**src/rtl/bus_arbiter_split.sv**
```systemverilog
// Two-master bus arbiter with single-outstanding split support.
// A parked master is resumed by split_done; an optional timeout releases it without priority.
module bus_arbiter_split #(
  parameter int ROUND_ROBIN   = 1,
  parameter int SPLIT_TIMEOUT = 1024
) (
  input  logic clk,
  input  logic rst,
  input  logic mbreq1,
  input  logic mbreq2,
  input  logic split_req,
  input  logic split_done,
  output logic mbgrant1,
  output logic mbgrant2,
  output logic msplit1,
  output logic msplit2,
  output logic msel,
  output logic bus_busy,
  output logic split_err,
  output logic timeout_err
);

  localparam int CW = (SPLIT_TIMEOUT > 0) ? $clog2(SPLIT_TIMEOUT + 1) : 1;
  localparam logic [CW-1:0] CNT_LAST = CW'((SPLIT_TIMEOUT > 0) ? SPLIT_TIMEOUT - 1 : 0);

  typedef enum logic [1:0] {IDLE, GNT1, GNT2} state_e;

  state_e        state_q, state_d;
  logic          parked1_q, parked1_d, parked2_q, parked2_d;
  logic          pend1_q, pend1_d, pend2_q, pend2_d;
  logic          last_q, last_d;   // 0 = master 1 owned the bus last, 1 = master 2
  logic          msel_q, msel_d;
  logic          split_err_q, split_err_d;
  logic          timeout_err_q, timeout_err_d;
  logic [CW-1:0] cnt_q, cnt_d;
  logic          elig1, elig2, any_parked, pick2;

  always_comb begin
    // NOTE: every signal gets a default first so no path leaves it unassigned (no latches).
    state_d       = state_q;
    parked1_d     = parked1_q;
    parked2_d     = parked2_q;
    pend1_d       = pend1_q;
    pend2_d       = pend2_q;
    last_d        = last_q;
    msel_d        = msel_q;
    cnt_d         = cnt_q;
    split_err_d   = 1'b0;
    timeout_err_d = 1'b0;

    any_parked = parked1_q | parked2_q;
    elig1      = mbreq1 & ~parked1_q;
    elig2      = mbreq2 & ~parked2_q;

    if (pend1_q && elig1)      pick2 = 1'b0;
    else if (pend2_q && elig2) pick2 = 1'b1;
    else if (elig1 && elig2)   pick2 = (ROUND_ROBIN != 0) ? ~last_q : 1'b0;
    else                       pick2 = elig2;

    unique case (state_q)
      IDLE: begin
        if (!mbreq1) pend1_d = 1'b0;
        if (!mbreq2) pend2_d = 1'b0;
        if (elig1 || elig2) begin
          state_d = pick2 ? GNT2 : GNT1;
          last_d  = pick2;
          msel_d  = pick2;
          if (pick2) pend2_d = 1'b0;
          else       pend1_d = 1'b0;
        end
      end
      GNT1: begin
        if (split_req && !any_parked) begin
          state_d   = IDLE;
          parked1_d = 1'b1;
          cnt_d     = '0;
        end else begin
          split_err_d = split_req;
          if (!mbreq1) state_d = IDLE;
        end
      end
      GNT2: begin
        if (split_req && !any_parked) begin
          state_d   = IDLE;
          parked2_d = 1'b1;
          cnt_d     = '0;
        end else begin
          split_err_d = split_req;
          if (!mbreq2) state_d = IDLE;
        end
      end
      default: state_d = IDLE;
    endcase

    // Resume and timeout only apply to an already parked master.
    if (any_parked) begin
      if (split_done) begin
        parked1_d = 1'b0;
        parked2_d = 1'b0;
        pend1_d   = pend1_d | parked1_q;
        pend2_d   = pend2_d | parked2_q;
        cnt_d     = '0;
      end else if (SPLIT_TIMEOUT > 0) begin
        if (cnt_q == CNT_LAST) begin
          parked1_d     = 1'b0;
          parked2_d     = 1'b0;
          cnt_d         = '0;
          timeout_err_d = 1'b1;
        end else begin
          cnt_d = cnt_q + CW'(1);
        end
      end
    end
  end

  // NOTE: sequential state uses non-blocking assignments so all registers update together.
  always_ff @(posedge clk) begin
    if (rst) begin
      state_q       <= IDLE;
      parked1_q     <= 1'b0;
      parked2_q     <= 1'b0;
      pend1_q       <= 1'b0;
      pend2_q       <= 1'b0;
      last_q        <= 1'b1;
      msel_q        <= 1'b0;
      split_err_q   <= 1'b0;
      timeout_err_q <= 1'b0;
      cnt_q         <= '0;
    end else begin
      state_q       <= state_d;
      parked1_q     <= parked1_d;
      parked2_q     <= parked2_d;
      pend1_q       <= pend1_d;
      pend2_q       <= pend2_d;
      last_q        <= last_d;
      msel_q        <= msel_d;
      split_err_q   <= split_err_d;
      timeout_err_q <= timeout_err_d;
      cnt_q         <= cnt_d;
    end
  end

  assign mbgrant1    = (state_q == GNT1);
  assign mbgrant2    = (state_q == GNT2);
  assign bus_busy    = (state_q != IDLE);
  assign msplit1     = parked1_q;
  assign msplit2     = parked2_q;
  assign msel        = msel_q;
  assign split_err   = split_err_q;
  assign timeout_err = timeout_err_q;

endmodule
```
**config.mk**
```make
export PLATFORM = sky130hd
export DESIGN_NAME = bus_arbiter_split
export DESIGN_NICKNAME = d
export VERILOG_FILES = /design/src/rtl/bus_arbiter_split.sv
export SDC_FILE = /design/constraint.sdc
export NUM_CORES = 1
export LEC_CHECK = 0
export ABC_AREA = 1
export CAP_MARGIN = 40
export CORE_MARGIN = 4
export CORE_UTILIZATION = 42
export CTS_CLUSTER_SIZE = 16
export DETAILED_ROUTE_END_ITERATION = 10
export SLEW_MARGIN = 10
export SYNTH_ARGS = -nofsm -noshare
export SYNTH_HDL_FRONTEND = slang
export SYNTH_SLANG_ARGS = --single-unit
```
**constraint.sdc**
```tcl
create_clock -name clk -period 1.48 [get_ports clk]
set_input_delay 0.296 -clock clk [delete_from_list [all_inputs] [get_ports clk]]
set_output_delay 0.296 -clock clk [all_outputs]
set_load 0.01 [all_outputs]
```
======== After elaboration in Yosys (flattened, before gate mapping) ========
Index checks and enable logic that the tools add are counted.
word-level totals
  bits in registers ....................... 21
  bits in latches ......................... 0
  memory bits (writable) .................. 0
  bits in read-only memories .............. 0
  bits of input ports ..................... 6
  output and inout port bits .............. 8
  word-level logic and storage cells ...... 81
  memories ................................ 0
cells by class
  $add $sub $neg .......................... 1
  multiply operators ...................... 0
  div/mod/pow operators ................... 0
  $lt $le $gt $ge ......................... 0
  equal/unequal tests ..................... 6
  shift-type cells ........................ 0
  mux-type cells .......................... 38
  bitwise gates (word level) .............. 10
  reductions and logical operators ........ 16
operators by type and width
  cell                   number
  $mux 11                5
  $mux 1                 26
  $mux 2                 6
  $add 11x1->11 const B  1
  $eq 11x10->1 const B   1
  $ne 3x2->1 const B     2
  $pmux 2 s3             1
  $reduce_bool 2->1      3
  $reduce_or 3->1        2
  $not 1->1              5
  $logic_and 1x1->1      4
  $reduce_and 2->1       2
  $or 1x1->1             3
  $reduce_and 3->1       1
  $and 1x1->1            2
  $eq 2x1->1 const B     1
  $eq 2x2->1 const B     1
  $logic_not 2->1        1
  $ne 2x2->1 const B     1
  $reduce_or 2->1        1
  $logic_not 1->1        1
  $logic_or 1x1->1       1

======== Longest topological paths before layout ========
  depth in word-level cells ............... 12
  depth in mapped cells ................... 10
  gate-level depth less buffers ........... 10

======== Worst setup path before layout ========
OpenSTA, ideal clock, no wires.
  path type ............................... register -> register
  from .................................... register state_q[0]
  to ...................................... register cnt_q[4]
  library setup time ...................... 117 ps
  data arrival time ....................... 1194 ps
  data required time ...................... 1363 ps
  setup slack ............................. 168 ps
  stages on the path, launching flop included .. 9
  path buffers ............................ 0
  clock period less this slack ............ 1312 ps
  cells stage by stage .................... dfxtp_1 inv_1 ha_1 nand2_1 nand2_4 inv_2 nor3_1 o21ai_0 nor2_1
on the way
  longest elaborated chain between the ends .. 4
  elaborated cells between the ends (all ways) .. 5
  those cells by class .................... eq/ne (2); reduce/logical (3)
ends and longest elaborated chain
  what                                      line  source
  from (decl)                               28    state_e state_q, state_d;
  from (signal assigned)                    130   state_q <= state_d;
  $eq 2x1->1 or $eq 2x2->1 (tied branches)  60    unique case (state_q)
  $reduce_or 2->1 (no line) (*)             -
  $reduce_bool 2->1 (no line) (*)           -
  $reduce_and 2->1 (no line) (*)            -
  to (signal assigned)                      139   cnt_q <= cnt_d;
  to (decl)                                 35    logic [CW-1:0] cnt_q, cnt_d;
Every way passes the cells marked *; elsewhere a longest branch is shown, timed or not.
A chain may end at the register's enable or synchronous reset.

======== Final worst setup path ========
  from .................................... register state_q[0]
  to ...................................... register cnt_q[3]
The elaborated chain is that of the path after synthesis.

==> impl_metrics.ini <==
[global_route]
grt_max_degree = 13
gr_usage_total_pct = 16.6
overflow = 0
first_global_vias = 1031
grt_first_pass_wirelength_um = 4400
grt_antenna_before_repair = 0

[hold_path]
min-delay-start = msel
hold-path-endpoint = msel
hold_path.class = reg -> reg
min_path_cells = 2

[cts]
clock_sink_count = 21
clock_tree.root_cell = sky130_fd_sc_hd__clkbuf_4
tritoncts.num_buffers = 3
cts.htree.levels = 1
ctsLongestPathBuffers = 2
path_clk_slew_ns = 0.13
cts.hold.buffers_added = 0
clkLatencyLatePin_ns = 0.31
tritoncts_clock_tree = built

[logic_synthesis]
synth.yosys.seq_area_share_pct = 38.7
yosys_register_bits = 21
netlist_instances = 153
netlist_top_cells_area = sky130_fd_sc_hd__dfxtp_1 (39%), sky130_fd_sc_hd__nand2_1 (14%), sky130_fd_sc_hd__inv_1 (7.2%)
number_of_distinct_standard_cells_referenced_by_the_synthesized_netlist = 24
mappedNetlistNets = 163
synth_warnings = 0
synth_top_cell_area_share_pct = 38.7
post_synth.cell_area_avg_um2 = 7.11
synthDominantAreaCellType = sky130_fd_sc_hd__dfxtp_1
netlist_area_mm2 = 0.00109

[drt]
vias_per_cell = 4.92
route.final.wire_length_um = 2600
drt_iter0_markers = 62
wl_per_cell_um = 12.0
routed-via-count = 1068
ant_nets = 0
detailedRoute.firstPassIterationCount = 4
drc_errors = 0

[finish]
layout_common_cells = sky130_fd_sc_hd__nand2_1 (40), sky130_fd_sc_hd__inv_1 (20), sky130_fd_sc_hd__buf_4 (18), sky130_fd_sc_hd__dfxtp_1 (16), sky130_fd_sc_hd__a21oi_1 (14)
seqCellArea_um2 = 429
post_route_cells_drive_above_1_share_pct = 25.1
n_antenna_cell = 0
layout_commonest_cell = sky130_fd_sc_hd__nand2_1
fin_nets = 198
area_growth_from_synthesis_to_final_layout_pct = 31.4
multi_input_comb_area_um2 = 598
n_fill_cell = 247

[status]
run_status = finished, final reports clean

[timing]
finalHoldViolations = 0
timing.hold.ws_ns = 0.478
final_period_util_pct = 95.6
maxClockFrequency_ghz = 0.707
fin_worst_skew_ns = 0.00664
final_max_slew_viol_count = 0
worst_tran_pin_value_ns = 0.235
slew-limit-headroom_pct = 84.2
final-setup-viol-count = 0
finalWorstPathRequiredPeriod_ns = 1.42

[worst_setup_path]
r2r_cells = 9
r2r-start = state_q[0]
crit_path_end_kind = flip-flop
crit_path_cell_trace = inv_1 -> ha_4 -> nand2_2 -> nand2_4 -> buf_4 -> nand2_1 -> a21oi_1 -> o21ai_0 -> a21oi_1
timing.critical_path.from_type = flip-flop
largest_fanout_on_the_critical_path = 8
timing.critical_path.required_ns = 1.73
worstSetupPathType = reg -> reg
critical_path.max_stage_delay_ns = 0.36
timing.rr.end = cnt_q[3]
timing.critical_path.mode_cell = sky130_fd_sc_hd__a21oi_1
crit_slowest_cell = sky130_fd_sc_hd__dfxtp_2
ff2ff_setup_slack_ns = 0.06
cp_data_arrival_time_ns = 1.67

[floorplanning]
area_of_the_core_region_mm2 = 0.00248
initial_utilization_pct = 43.9
fp.dieH_um = 58.9
floorplan.die_area_mm2 = 0.00347
top_level_ports = 14
die_width_um = 58.9
placement_rows = 18

[power_and_ir_drop]
max-vdd-ir-drop_mv = 0.656
total_leakage_power_nw = 0.637
power_mw = 1.23
total_power_divided_by_cell_area_mw_per_mm2 = 859

[placed_design]
gp_congestion = 0.856
buffer_ports.inserted = 13
post-dp-hpwl_um = 1980

[job]
maxCapViolCount = 0
cell families (layout without fill, tap and decap cells):
kind of cell | count (synthesis) | in the layout | share of synthesized area (%)
AOI/OAI and AO/OA | 26 | 26 | 13.8
DFF | 21 | 21 | 38.7
xor gates and xnor gates | 2 | 2 | 1.61
and+or+nand+nor | 76 | 76 | 33.0
buffers and inverters | 24 | 58 | 8.29
adders and majority gates | 4 | 4 | 4.60
final cells by class:
cell class / count / share of cell area (%)
clock inverter: 1 / 0.350
multi-input combinational: 108 / 41.9
timing repair buffer: 31 / 17.3
clock buffer: 3 / 1.58
inverter: 23 / 6.22
tap: 30 / 2.63
sequential: 21 / 30.0
layer usage:
layer	up-vias	track usage, %	part of all wire (%)
li1	560	-	-
met1	479	20.4	47
met2	27	27.1	49
met3	2	4.61	3.3
met4	0	6.80	0.54
met5	-	0	0
state kept, by name (all words and copies together) (netlist names):
name         count
timeout_err      1
pend1_q          1
pend2_q          1
split_err        1
msplit2          1
msplit1          1
msel             1
cnt_q           11
last_q           1
state_q          2
synthesized netlist by cell type:
| cell | instances |
|---|---|
| sky130_fd_sc_hd__clkbuf_1 | 1 |
| sky130_fd_sc_hd__dfxtp_1 | 21 |
| sky130_fd_sc_hd__nand4_2 | 1 |
| sky130_fd_sc_hd__o21ai_1 | 2 |
| sky130_fd_sc_hd__nor2_2 | 2 |
| sky130_fd_sc_hd__a211oi_2 | 1 |
| sky130_fd_sc_hd__o211ai_1 | 2 |
| sky130_fd_sc_hd__inv_1 | 21 |
| sky130_fd_sc_hd__o21bai_1 | 2 |
| sky130_fd_sc_hd__nand3_1 | 13 |
| sky130_fd_sc_hd__nand2_4 | 1 |
| sky130_fd_sc_hd__ha_1 | 4 |
| sky130_fd_sc_hd__nor4_1 | 1 |
| sky130_fd_sc_hd__o21a_1 | 1 |
| sky130_fd_sc_hd__a21oi_1 | 14 |
| sky130_fd_sc_hd__nand2_1 | 41 |
| sky130_fd_sc_hd__nor2_4 | 3 |
| sky130_fd_sc_hd__xor2_1 | 2 |
| sky130_fd_sc_hd__nor3_1 | 3 |
| sky130_fd_sc_hd__nand2_2 | 2 |
| sky130_fd_sc_hd__nor2_1 | 8 |
| sky130_fd_sc_hd__o21ai_0 | 4 |
| sky130_fd_sc_hd__nand4_1 | 1 |
| sky130_fd_sc_hd__inv_2 | 2 |
worst max path at each step:
stage / endpoint / start
after floorplan: cnt_q[4] / state_q[0]
after global placement: cnt_q[9] / split_req
after detailed placement: cnt_q[9] / split_req
after CTS: timeout_err / timeout_err
after global routing: cnt_q[9] / state_q[0]
final: cnt_q[3] / state_q[0]
repair_timing:
action,4_1_cts,5_1_grt
pin swaps,0,2
endpoints found under the hold margin,0,0
buffers inserted,0,2
setup endpoints to repair,7,11
gates resized for setup,21,8
power breakdown:
group / total [mW] / internal, mW / switching (mW)
combinational: 0.331 / 0.152 / 0.179
clock: 0.290 / 0.101 / 0.189
sequential: 0.606 / 0.590 / 0.0159
per-stage QoR:
step | std cells | util (%) | TNS (ns) | area (µm²) | setup slack (ns)
detailed placement | 211 | 55.4 | -0.0843 | 1370 | -0.0592
finish | 217 | 57.7 | 0 | 1430 | 0.0646
floorplan | 153 | - | 0 | 1090 | 0.168
global route | 217 | 57.7 | -0.00121 | 1430 | -0.00121
CTS | 215 | 56.0 | 0 | 1390 | 0.00932
global placement | 211 | 55.4 | -0.0236 | 1370 | -0.0152
critical path: cells and delay by family (launching register included):
family,cells,cell delay (ns)
adder cells (fa/ha/maj),1,0.27
AO/OA/AOI/OAI,3,0.31
buffers and inverters,2,0.19
AND/OR/NAND/NOR,3,0.24
flip-flops,1,0.36
(Power assumes the default switching activity.)
